--- src/rtl/fetch_ctrl.sv ---
// Fetch sequencer: owns the PC, issues single-cycle fetches to instructfetch and
// buffers returned {instr, pc} pairs in a small FIFO toward decode.
module fetch_ctrl #(
    parameter logic [31:0] RESET_PC = 32'h0000_0000,
    parameter int unsigned QDEPTH   = 4
) (
    input  logic                      clk,
    input  logic                      reset,
    output logic [31:0]               pc_o,
    output logic                      fetch_en_o,
    input  logic [31:0]               instr_i,
    input  logic                      redirect_i,
    input  logic [31:0]               redirect_pc_i,
    input  logic                      halt_i,
    output logic                      valid_o,
    output logic [31:0]               instr_o,
    output logic [31:0]               instr_pc_o,
    input  logic                      ready_i,
    output logic [$clog2(QDEPTH):0]   count_o
);
    localparam int unsigned AW = $clog2(QDEPTH);
    localparam int unsigned CW = AW + 1;
    localparam int unsigned SW = CW + 1;

    typedef struct packed {
        logic [31:0] instr;
        logic [31:0] pc;
    } entry_t;

    typedef enum logic [1:0] {
        IDLE = 2'd0,
        RUN  = 2'd1,
        HALT = 2'd2
    } state_t;

    state_t        state, state_nxt;
    logic [31:0]   pc_q;
    logic          inflight_q;
    logic [31:0]   inflight_pc_q;
    entry_t        mem [QDEPTH];
    logic [AW-1:0] head_q, tail_q;
    logic [CW-1:0] count_q;
    logic          issue;
    logic          push;
    logic          pop;
    logic          redirect_lsb_unused;

    assign redirect_lsb_unused = ^redirect_pc_i[1:0];

    always_ff @(posedge clk) begin
        if (reset) state <= IDLE;
        else       state <= state_nxt;
    end

    // Issue only when the buffer can absorb every fetch already committed to it.
    always_comb begin
        state_nxt = state;
        issue     = 1'b0;
        case (state)
            IDLE: state_nxt = RUN;
            RUN: begin
                if (halt_i) state_nxt = HALT;
                issue = !halt_i && !redirect_i &&
                        ((SW'(count_q) + SW'(inflight_q)) < SW'(QDEPTH));
            end
            HALT: begin
                if (!halt_i) state_nxt = RUN;
            end
            default: state_nxt = IDLE;
        endcase
    end

    // A redirect kills the fetch whose data returns this cycle.
    assign push = inflight_q && !redirect_i;
    assign pop  = valid_o && ready_i;

    always_ff @(posedge clk) begin
        if (reset) begin
            pc_q          <= RESET_PC;
            inflight_q    <= 1'b0;
            inflight_pc_q <= 32'h0;
        end else begin
            if (redirect_i)  pc_q <= {redirect_pc_i[31:2], 2'b00};
            else if (issue)  pc_q <= pc_q + 32'd4;
            inflight_q    <= issue;
            inflight_pc_q <= pc_q;
        end
    end

    always_ff @(posedge clk) begin
        if (reset || redirect_i) begin
            head_q  <= '0;
            tail_q  <= '0;
            count_q <= '0;
        end else begin
            if (push) tail_q <= tail_q + 1'b1;
            if (pop)  head_q <= head_q + 1'b1;
            case ({push, pop})
                2'b10:   count_q <= count_q + 1'b1;
                2'b01:   count_q <= count_q - 1'b1;
                default: count_q <= count_q;
            endcase
        end
    end

    // Storage array carries no reset; contents are masked by count_q.
    always_ff @(posedge clk) begin
        if (push && !reset) mem[tail_q] <= '{instr: instr_i, pc: inflight_pc_q};
    end

    assign pc_o       = pc_q;
    assign fetch_en_o = issue;
    assign count_o    = count_q;
    assign valid_o    = (count_q != '0);
    assign instr_o    = valid_o ? mem[head_q].instr : 32'h0;
    assign instr_pc_o = valid_o ? mem[head_q].pc    : 32'h0;

    a_no_push_when_full: assert property (@(posedge clk) disable iff (reset)
        !(push && (count_q == CW'(QDEPTH))));

endmodule

--- config.mk ---
export PLATFORM = sky130hd
export DESIGN_NAME = fetch_ctrl
export DESIGN_NICKNAME = d
export VERILOG_FILES = /design/src/rtl/fetch_ctrl.sv
export SDC_FILE = /design/constraint.sdc
export NUM_CORES = 1
export LEC_CHECK = 0
export BUFFER_PORTS_ARGS = -buffer_cell sky130_fd_sc_hd__buf_4
export CAP_MARGIN = 5
export CORE_MARGIN = 5
export CORE_UTILIZATION = 60
export DETAILED_ROUTE_END_ITERATION = 12
export PLACE_DENSITY = 0.83
export SKIP_LAST_GASP = 1
export SLEW_MARGIN = 15
export SYNTH_ARGS = -nofsm -noshare
export SYNTH_HDL_FRONTEND = slang
export SYNTH_SLANG_ARGS = --single-unit
--- constraint.sdc ---
create_clock -name clk -period 5.3 [get_ports clk]
set_input_delay 1.06 -clock clk [delete_from_list [all_inputs] [get_ports clk]]
set_output_delay 1.06 -clock clk [all_outputs]
set_load 0.1 [all_outputs]
==> impl_metrics.tcl, run 1 <==
set metrics [dict create \
    status "finished clean" \
    p_switching_w 0.00111 \
    power_leakage_nw 5.17 \
    gp_routability_congestion 0.801 \
    r2r-end "count_o[2]" \
    grt_pass1_vias 6764 \
    antenna_found_initial 0 \
    finalHoldViolations 0 \
    start_util 0.611 \
    die_h_um 154 \
    drv_slew 0 \
    p_per_area_nw_per_um2 352 \
    whs_path_depth 0 \
    cts-buffers-inserted 31 \
    comb_power_share 0.058 \
    fin_util 0.735 \
    num_io_pins 170 \
    hpwl_um 14200 \
    p_clk_frac 0.416 \
    avgSynthCellArea_um2 17.1 \
    ys_seq_area_frac 0.716 \
    power_frac_seq 0.527 \
    grt_pass1_wl_um 37500 \
    post-route-min-period_ns 3.78 \
    hold_path.class "register to register" \
    synth.distinct_cells 48 \
    dieWidth_um 154 \
    place_inst 1126 \
    clk_pin_slew_ns 0.06 \
    ant_nets 0 \
    syn_to_final_growth_pct 20.2 \
    worstReg2RegStart "count_o[2]" \
    cts_tree "done" \
    drt_first_iter_violations 342 \
    cts_root_buffer "clkbuf_16" \
    vias_per_cell 5.60 \
    critical_path_class "register to output pin" \
    diodes 0 \
    yosys_warnings 0 \
    wl_per_cell_um 20.0 \
    switching_share 0.212 \
    max-vdd-ir-drop_uv 237 \
    finalSetupTns_ns 0 \
    synth_area_um2 12400 \
    synth_top_cell_area_share 0.600 \
    grt_overflow_total 0 \
    arrival_ns 2.72 \
    grt_usage 0.199 \
    mostFrequentLayoutCell "edfxtp_1" \
    io_buffers 163 \
    setup_viol 0 \
    start_kind "register" \
    insertion_delay_ns 0.54 \
    worst_pin_slew_ns 1.09 \
    layout_common_cells "edfxtp_1, buf_4, dfxtp_1" \
    synth-seq-cells 320 \
    drc 0 \
    synth_area_leaders "edfxtp_1, dfxtp_1, mux4_2" \
    rrSetupSlack_ns 2.37 \
    cts-resized-gates 0 \
    max_clock_freq_ghz 0.265 \
    drt-pass1-iter-count 5 \
    cts_num_sinks 320 \
    path_max_fanout 37 \
    end_kind "output pin" \
    clk_path_buf_depth 3 \
    num_vias 6627 \
    rows 52 \
    drive_above_1_share 0.329 \
    postCtsSetupRepairBufs 0 \
    hold_path_startpoint "inflight_pc_q[10]" \
    cts_htree_levels 1 \
    die_area_um2 23700 \
    fill_cells 1302 \
    slew_headroom 0.276 \
    coreArea_um2 20300 \
    final_cell_count_no_fill 1183 \
    synth_top_area_cell "edfxtp_1" \
    drv_cap 0 \
    r2r_cells 8 \
    nets 965 \
    hold_buffers 0 \
    grt_setup_unrepaired "no" \
    p_int_w 0.00414 \
    finClkSkew_ns 0.0168 \
    grt_max_degree 65 \
    min_period_over_period 0.712 \
    whs_endpoint "mem[2][10]" \
    wl_um 23700 \
    syn_inst 726 \
    cp.required_ns 4.24 \
]
[cells in the mapped netlist (all sizes together)]
| library cell | instances |
|---|---|
| nand4 | 11 |
| nor3 | 6 |
| or4b | 1 |
| fa | 1 |
| a211oi | 18 |
| xnor2 | 15 |
| and3 | 11 |
| or4 | 2 |
| nor4b | 1 |
| mux4 | 62 |
| nor2 | 39 |
| ha | 6 |
| o21bai | 4 |
| nor2b | 27 |
| a221oi | 1 |
| edfxtp | 248 |
| and4 | 1 |
| a311oi | 2 |
| a21oi | 12 |
| conb | 1 |
| inv | 11 |
| or3 | 4 |
| and2 | 65 |
| nand3 | 13 |
| dfxtp | 72 |
| buf | 14 |
| clkbuf | 28 |
| o22ai | 2 |
| o21ai | 3 |
| mux2i | 1 |
| or2 | 1 |
| nand2 | 19 |
| nor4 | 4 |
| xor2 | 18 |
| nor3b | 1 |
| maj3 | 1 |
[critical path, cell delays in order, from the launching register on]
cell and delay (ns):
dfxtp_2 0.79, buf_4 0.57, mux4_2 0.38, and2_1 0.19, buf_4 0.24
[sequential cells by signal, indices dropped and copies added (netlist names), named ones only]
signal         count
mem              248
count_o            3
tail_q             2
inflight_pc_q     30
head_q             2
state              2
pc_o              30
inflight_q         1
[cell type report]
class,count,area (um^2),share of cell area
Inverter,11,41.3,0.00277
Sequential cell,320,8890,0.596
Multi-Input combinational cell,356,3310,0.222
Clock inverter,9,97.6,0.00654
Timing Repair Buffer,169,1280,0.0859
Tap cell,270,338,0.0227
Clock buffer,48,952,0.0638
[routing by layer]
| metal | track usage | wire length [um] | part of all wire | up-vias |
|---|---|---|---|---|
| met1 | 0.295 | 10200 | 0.43 | 3262 |
| met5 | 0 | 0 | 0 | - |
| li1 | - | - | - | 3082 |
| met3 | 0.0332 | 1580 | 0.067 | 33 |
| met4 | 0.0488 | 390 | 0.016 | 0 |
| met2 | 0.317 | 11500 | 0.49 | 250 |
[per-stage QoR]
step	worst slack (ns)	cell area, um^2	power, W	hold slack, ns
2_1_floorplan	0.932	12400	0.00302	0.438
3_3_place_gp	1.91	13900	0.00311	0.452
3_5_place_dp	1.89	13900	0.00312	0.458
4_1_cts	1.45	14900	0.00529	0.478
5_1_grt	1.34	14900	0.00545	0.488
6_report	1.52	14900	0.00525	0.474
[worst max path at each step]
stage                     from             end  slack (ns)  cells past startpoint
finish                register     instr_o[12]        1.52                      4
floorplan           count_o[0]  instr_pc_o[22]        0.93                      4
CTS                   register     instr_o[30]        1.45                      4
global placement        halt_i      fetch_en_o        1.91                      5
detailed placement      halt_i      fetch_en_o        1.89                      5
global route          register     instr_o[11]        1.34                      4
[power by group through the flow]
stage / logic (W) / registers [W] / clock network, W
6_report: 0.000302 / 0.00277 / 0.00218
4_1_cts: 0.000303 / 0.00276 / 0.00223
2_1_floorplan: 0.000102 / 0.00292 / 0
5_1_grt: 0.000319 / 0.00277 / 0.00236
3_3_place_gp: 0.000298 / 0.00282 / 0
3_5_place_dp: 0.000302 / 0.00282 / 0
[cell families after synthesis]
| kind of cell | after synthesis | share of synthesized area |
|---|---|---|
| compound gates | 42 | 0.0233 |
| xor+xnor | 33 | 0.0233 |
| fa+ha+maj | 8 | 0.00847 |
| buf+inv | 53 | 0.0186 |
| flops | 320 | 0.716 |
| mux | 63 | 0.113 |
| other cells | 1 | 0.000302 |
| simple gates | 206 | 0.0966 |
Power figures use the tool's default switching activity.
==> run 2, diff against run 1 <==
Settings changed: CORE_UTILIZATION 60 to 52, PLACE_DENSITY 0.83 to 0.76.
Clock period 5.3 ns to 3.2 ns, I/O delays scaled along.
==> run 2 against run 1 <==
Net effect: clock skew is 0.0043 ns lower; largest cell class unchanged; sequential power is 65% higher; largest power group unchanged; clock power is 79% higher.
==> impl_metrics.tcl, run 2 (synthesis gave the netlist of run 1 again) <==
set metrics [dict create \
    status "finished clean" \
    hpwl_um 16100 \
    max-vdd-ir-drop_uv 360 \
    cts_tree "done" \
    drive_above_1_share 0.351 \
    cts_num_sinks 320 \
    top_register "mem" \
    finClkSkew_ns 0.0124 \
    power_leakage_nw 5.28 \
    rows 56 \
    antenna_found_initial 0 \
    clk_pin_slew_ns 0.06 \
    hold_buffers 0 \
    num_vias 6760 \
    place_inst 1185 \
    cts-resized-gates 0 \
    clk_path_buf_depth 3 \
    postCtsSetupRepairBufs 0 \
    critical_path_class "register to output pin" \
    num_io_pins 170 \
    final_cell_count_no_fill 1243 \
    cp.required_ns 2.56 \
    largest_reg_flops 248 \
    fin_hold_ws_ns 0.292 \
    ant_nets 0 \
    start_util 0.529 \
    wl_um 24600 \
    drt_first_iter_violations 454 \
    post-route-min-period_ns 2.99 \
    drv_slew 0 \
    worst_pin_slew_ns 0.646 \
    grt_pass1_wl_um 39400 \
    nets 975 \
    cts_root_buffer "clkbuf_16" \
    diodes 0 \
    drt-pass1-iter-count 7 \
    drv_cap 0 \
    p_per_area_nw_per_um2 588 \
    grt_usage 0.186 \
    cts_htree_levels 1 \
    dieWidth_um 164 \
    drc 0 \
    grt_overflow_total 0 \
    vias_per_cell 5.44 \
    critPathMaxStageDelay_ns 0.53 \
    finalHoldViolations 0 \
    cp_slowest_cell "mux4_2" \
    crit_buf_inv 2 \
    coreArea_um2 23500 \
    crit_family "buffers and inverters" \
    grt_setup_unrepaired "no" \
    slew_headroom 0.570 \
    worstPathCellList "buf_12, mux4_2, and2_1, buf_4" \
    max_clock_freq_ghz 0.334 \
    min_period_over_period 0.935 \
    arrival_ns 2.35 \
    setup_viol 0 \
    die_area_um2 27100 \
    insertion_delay_ns 0.55 \
    cts-buffers-inserted 31 \
    mostFrequentLayoutCell "edfxtp_1" \
    gp_routability_congestion 0.830 \
    hold_path_startpoint "instr_i[22]" \
    hold_path.class "primary input to register" \
    grt_max_degree 64 \
    grt_pass1_vias 7073 \
    worstReg2RegStart "count_o[2]" \
    finalSetupTns_ns 0 \
    wl_per_cell_um 19.8 \
    fill_cells 1611 \
    layout_common_cells "edfxtp_1, buf_4, dfxtp_1" \
    io_buffers 163 \
    die_h_um 164 \
    syn_to_final_growth_pct 23.1 \
    path_max_fanout 32 \
    end_kind "output pin" \
    start_kind "register" \
]
run 2: cell count changes in the layout (fill, tap and decap cells not counted), sizes merged:
cell / previous run / this run
inv: 11 / 13
buf: 169 / 179
bufinv: 2 / 5
clkbuf: 48 / 45
clkinv: 7 / 6
run 2: worst reg2reg max path, delay by kind of cell (launching register included):
family / cells / cell delay, ns
xor gates and xnor gates: 1 / 0.17
and+or+nand+nor: 3 / 1.04
adders and majority gates: 2 / 0.58
buffers and inverters: 1 / 0.06
AOI/OAI and AO/OA: 1 / 0.15
DFF: 1 / 0.47
run 2: area by class of cell:
cell class,instances,area (um^2),share of cell area
inverters,11,41.3,0.00270
clock inverters,13,200,0.0131
well taps,319,399,0.0261
clock buffers,45,931,0.0609
repair buffers,179,1470,0.0962
flip-flops and latches,320,8900,0.582
multi-input cells,356,3340,0.219
run 2: final timing paths:
kind | end | slack [ns] | cells past startpoint
worst max-delay path | instr_o[18] | 0.21 | 4
worst min-delay path | mem[1][54] | 0.29 | 1
worst max register to register | count_o[2] | 0.67 | 8
worst min register to register | mem[1][11] | 0.47 | 0
run 2: metal layers:
layer	up-vias	part of all wire	global-route usage	wire length [um]
met4	0	0.014	0.0386	344
met5	-	0	0	0
met2	239	0.46	0.296	11400
li1	3111	-	-	-
met1	3377	0.44	0.267	10900
met3	33	0.078	0.0429	1910
run 2: metrics by stage:
| stage | cell area [um^2] | setup slack (ns) | total power (W) | util |
|---|---|---|---|---|
| 2_1_floorplan | 12400 | 0.00647 | 0.00500 | - |
| 3_3_place_gp | 14100 | 0.690 | 0.00517 | 0.603 |
| 3_5_place_dp | 14100 | 0.674 | 0.00518 | 0.603 |
| 4_1_cts | 15300 | 0.140 | 0.00906 | 0.651 |
| 5_1_grt | 15300 | 0.0683 | 0.00928 | 0.651 |
| 6_report | 15300 | 0.209 | 0.00899 | 0.651 |
run 2: report_power, final:
part	internal (W)	switching, W
registers	0.00451	0.0000685
logic	0.000147	0.000358
clock network	0.00242	0.00148
total	0.00708	0.00191
==> run 3, diff against run 2 <==
Settings changed: HOLD_SLACK_MARGIN set to 0.15, MAX_ROUTING_LAYER set to met4.
==> run 3 against run 2 <==
Net effect: design area unchanged; via count up 0.27%; hold slack worse by 0.0011 ns; final cell count unchanged; non-clock buffer count unchanged; critical path depth unchanged; largest cell class unchanged; highest routed layer unchanged.
==> impl_metrics.tcl, run 3 (synthesis gave the netlist of run 1 again) <==
set metrics [dict create \
    pre_cts_ws_ns 0.674 \
    drc 0 \
    hpwl_um 16100 \
    final_cell_count_no_fill 1243 \
    grt_max_degree 64 \
    arrival_ns 2.35 \
    p_per_area_nw_per_um2 588 \
    antenna_found_initial 0 \
    largest_reg_flops 248 \
    die_h_um 164 \
    post-route-min-period_ns 2.99 \
    drv_cap 0 \
    cp.required_ns 2.56 \
    cts_tree "done" \
    ant_nets 0 \
    vias_per_cell 5.45 \
    grt_pass1_wl_um 39400 \
    worst_pin_slew_ns 0.644 \
    syn_to_final_growth_pct 23.1 \
    postCtsSetupRepairBufs 0 \
    max-vdd-ir-drop_uv 360 \
    grt_pass1_vias 7077 \
    placed_cell_area_um2 14100 \
    hold_buffers 0 \
    max_clock_freq_ghz 0.335 \
    finalSetupTns_ns 0 \
    wl_um 24600 \
    diodes 0 \
    place_inst 1185 \
    power_leakage_nw 5.28 \
    hold_path.class "primary input to register" \
    cts_num_sinks 320 \
    insertion_delay_ns 0.55 \
    grt_usage 0.191 \
    worst_slack_ns 0.213 \
    seq_area_um2 8900 \
    grt_overflow_total 0 \
    finalHoldViolations 0 \
    critical_path_class "register to output pin" \
    clk_pin_slew_ns 0.06 \
    num_io_pins 170 \
    drive_above_1_share 0.351 \
    gp_routability_congestion 0.843 \
    cts-buffers-inserted 31 \
    coreArea_um2 23500 \
    status "finished clean" \
    io_buffers 163 \
    fin_util 0.651 \
    final_area_um2 15300 \
    rows 56 \
    drt-pass1-iter-count 4 \
    layout_common_cells "edfxtp_1, buf_4, dfxtp_1" \
    num_vias 6778 \
    top_register "mem" \
    min_period_over_period 0.933 \
    cts_root_buffer "clkbuf_16" \
    fill_cells 1611 \
    start_kind "register" \
    start_util 0.529 \
    drt_first_iter_violations 410 \
    die_area_um2 27100 \
    grt_setup_unrepaired "no" \
    cts-resized-gates 0 \
    nets 975 \
    clk_path_buf_depth 3 \
    cts_htree_levels 1 \
    end_kind "output pin" \
    drv_slew 0 \
    slew_headroom 0.571 \
    finClkSkew_ns 0.0109 \
    mostFrequentLayoutCell "edfxtp_1" \
    multi_input_area_um2 3340 \
    dieWidth_um 164 \
    wl_per_cell_um 19.8 \
    setup_viol 0 \
    path_max_fanout 32 \
]
## run 3: cell counts in the layout (fill, tap and decap cells not counted)
No cell type changed its count.
## run 3: through the flow
step           total power [W]  hold WS (ns)
2_1_floorplan          0.00500         0.438
3_3_place_gp           0.00517         0.453
3_5_place_dp           0.00518         0.460
4_1_cts                0.00906         0.268
5_1_grt                0.00928         0.266
6_report               0.00899         0.291
## run 3: worst max-delay path, cell delays in order (launching register included)
cell and delay, ns:
dfxtp_4 0.51, buf_12 0.31, mux4_2 0.53, and2_1 0.19, buf_4 0.23
## run 3: final timing paths
| check | startpoint | end | slack, ns | cells past startpoint |
|---|---|---|---|---|
| min | instr_i[22] | mem[1][54] | 0.29 | 1 |
| max | register | instr_o[18] | 0.21 | 4 |
| min reg2reg | inflight_pc_q[11] | mem[1][11] | 0.47 | 0 |
| max reg2reg | count_o[2] | count_o[2] | 0.67 | 8 |
## run 3: final cells by class
cell class	instances	area share
Sequential cell	320	0.582
Multi-Input combinational cell	356	0.219
Timing Repair Buffer	179	0.0962
Tap cell	319	0.0261
Inverter	11	0.00270
Clock buffer	45	0.0609
Clock inverter	13	0.0131
## run 3: power by group
part           internal (W)  total, W  switching [W]
registers           0.00451   0.00458      0.0000685
clock network       0.00242   0.00390        0.00148
logic              0.000147  0.000505       0.000358
## run 3: layer usage
metal,vias to the layer above,GRT usage,part of all wire
met5,-,-,0
met4,0,0.0386,0.014
met3,37,0.0384,0.075
met2,260,0.296,0.46
met1,3367,0.271,0.45
li1,3114,-,-
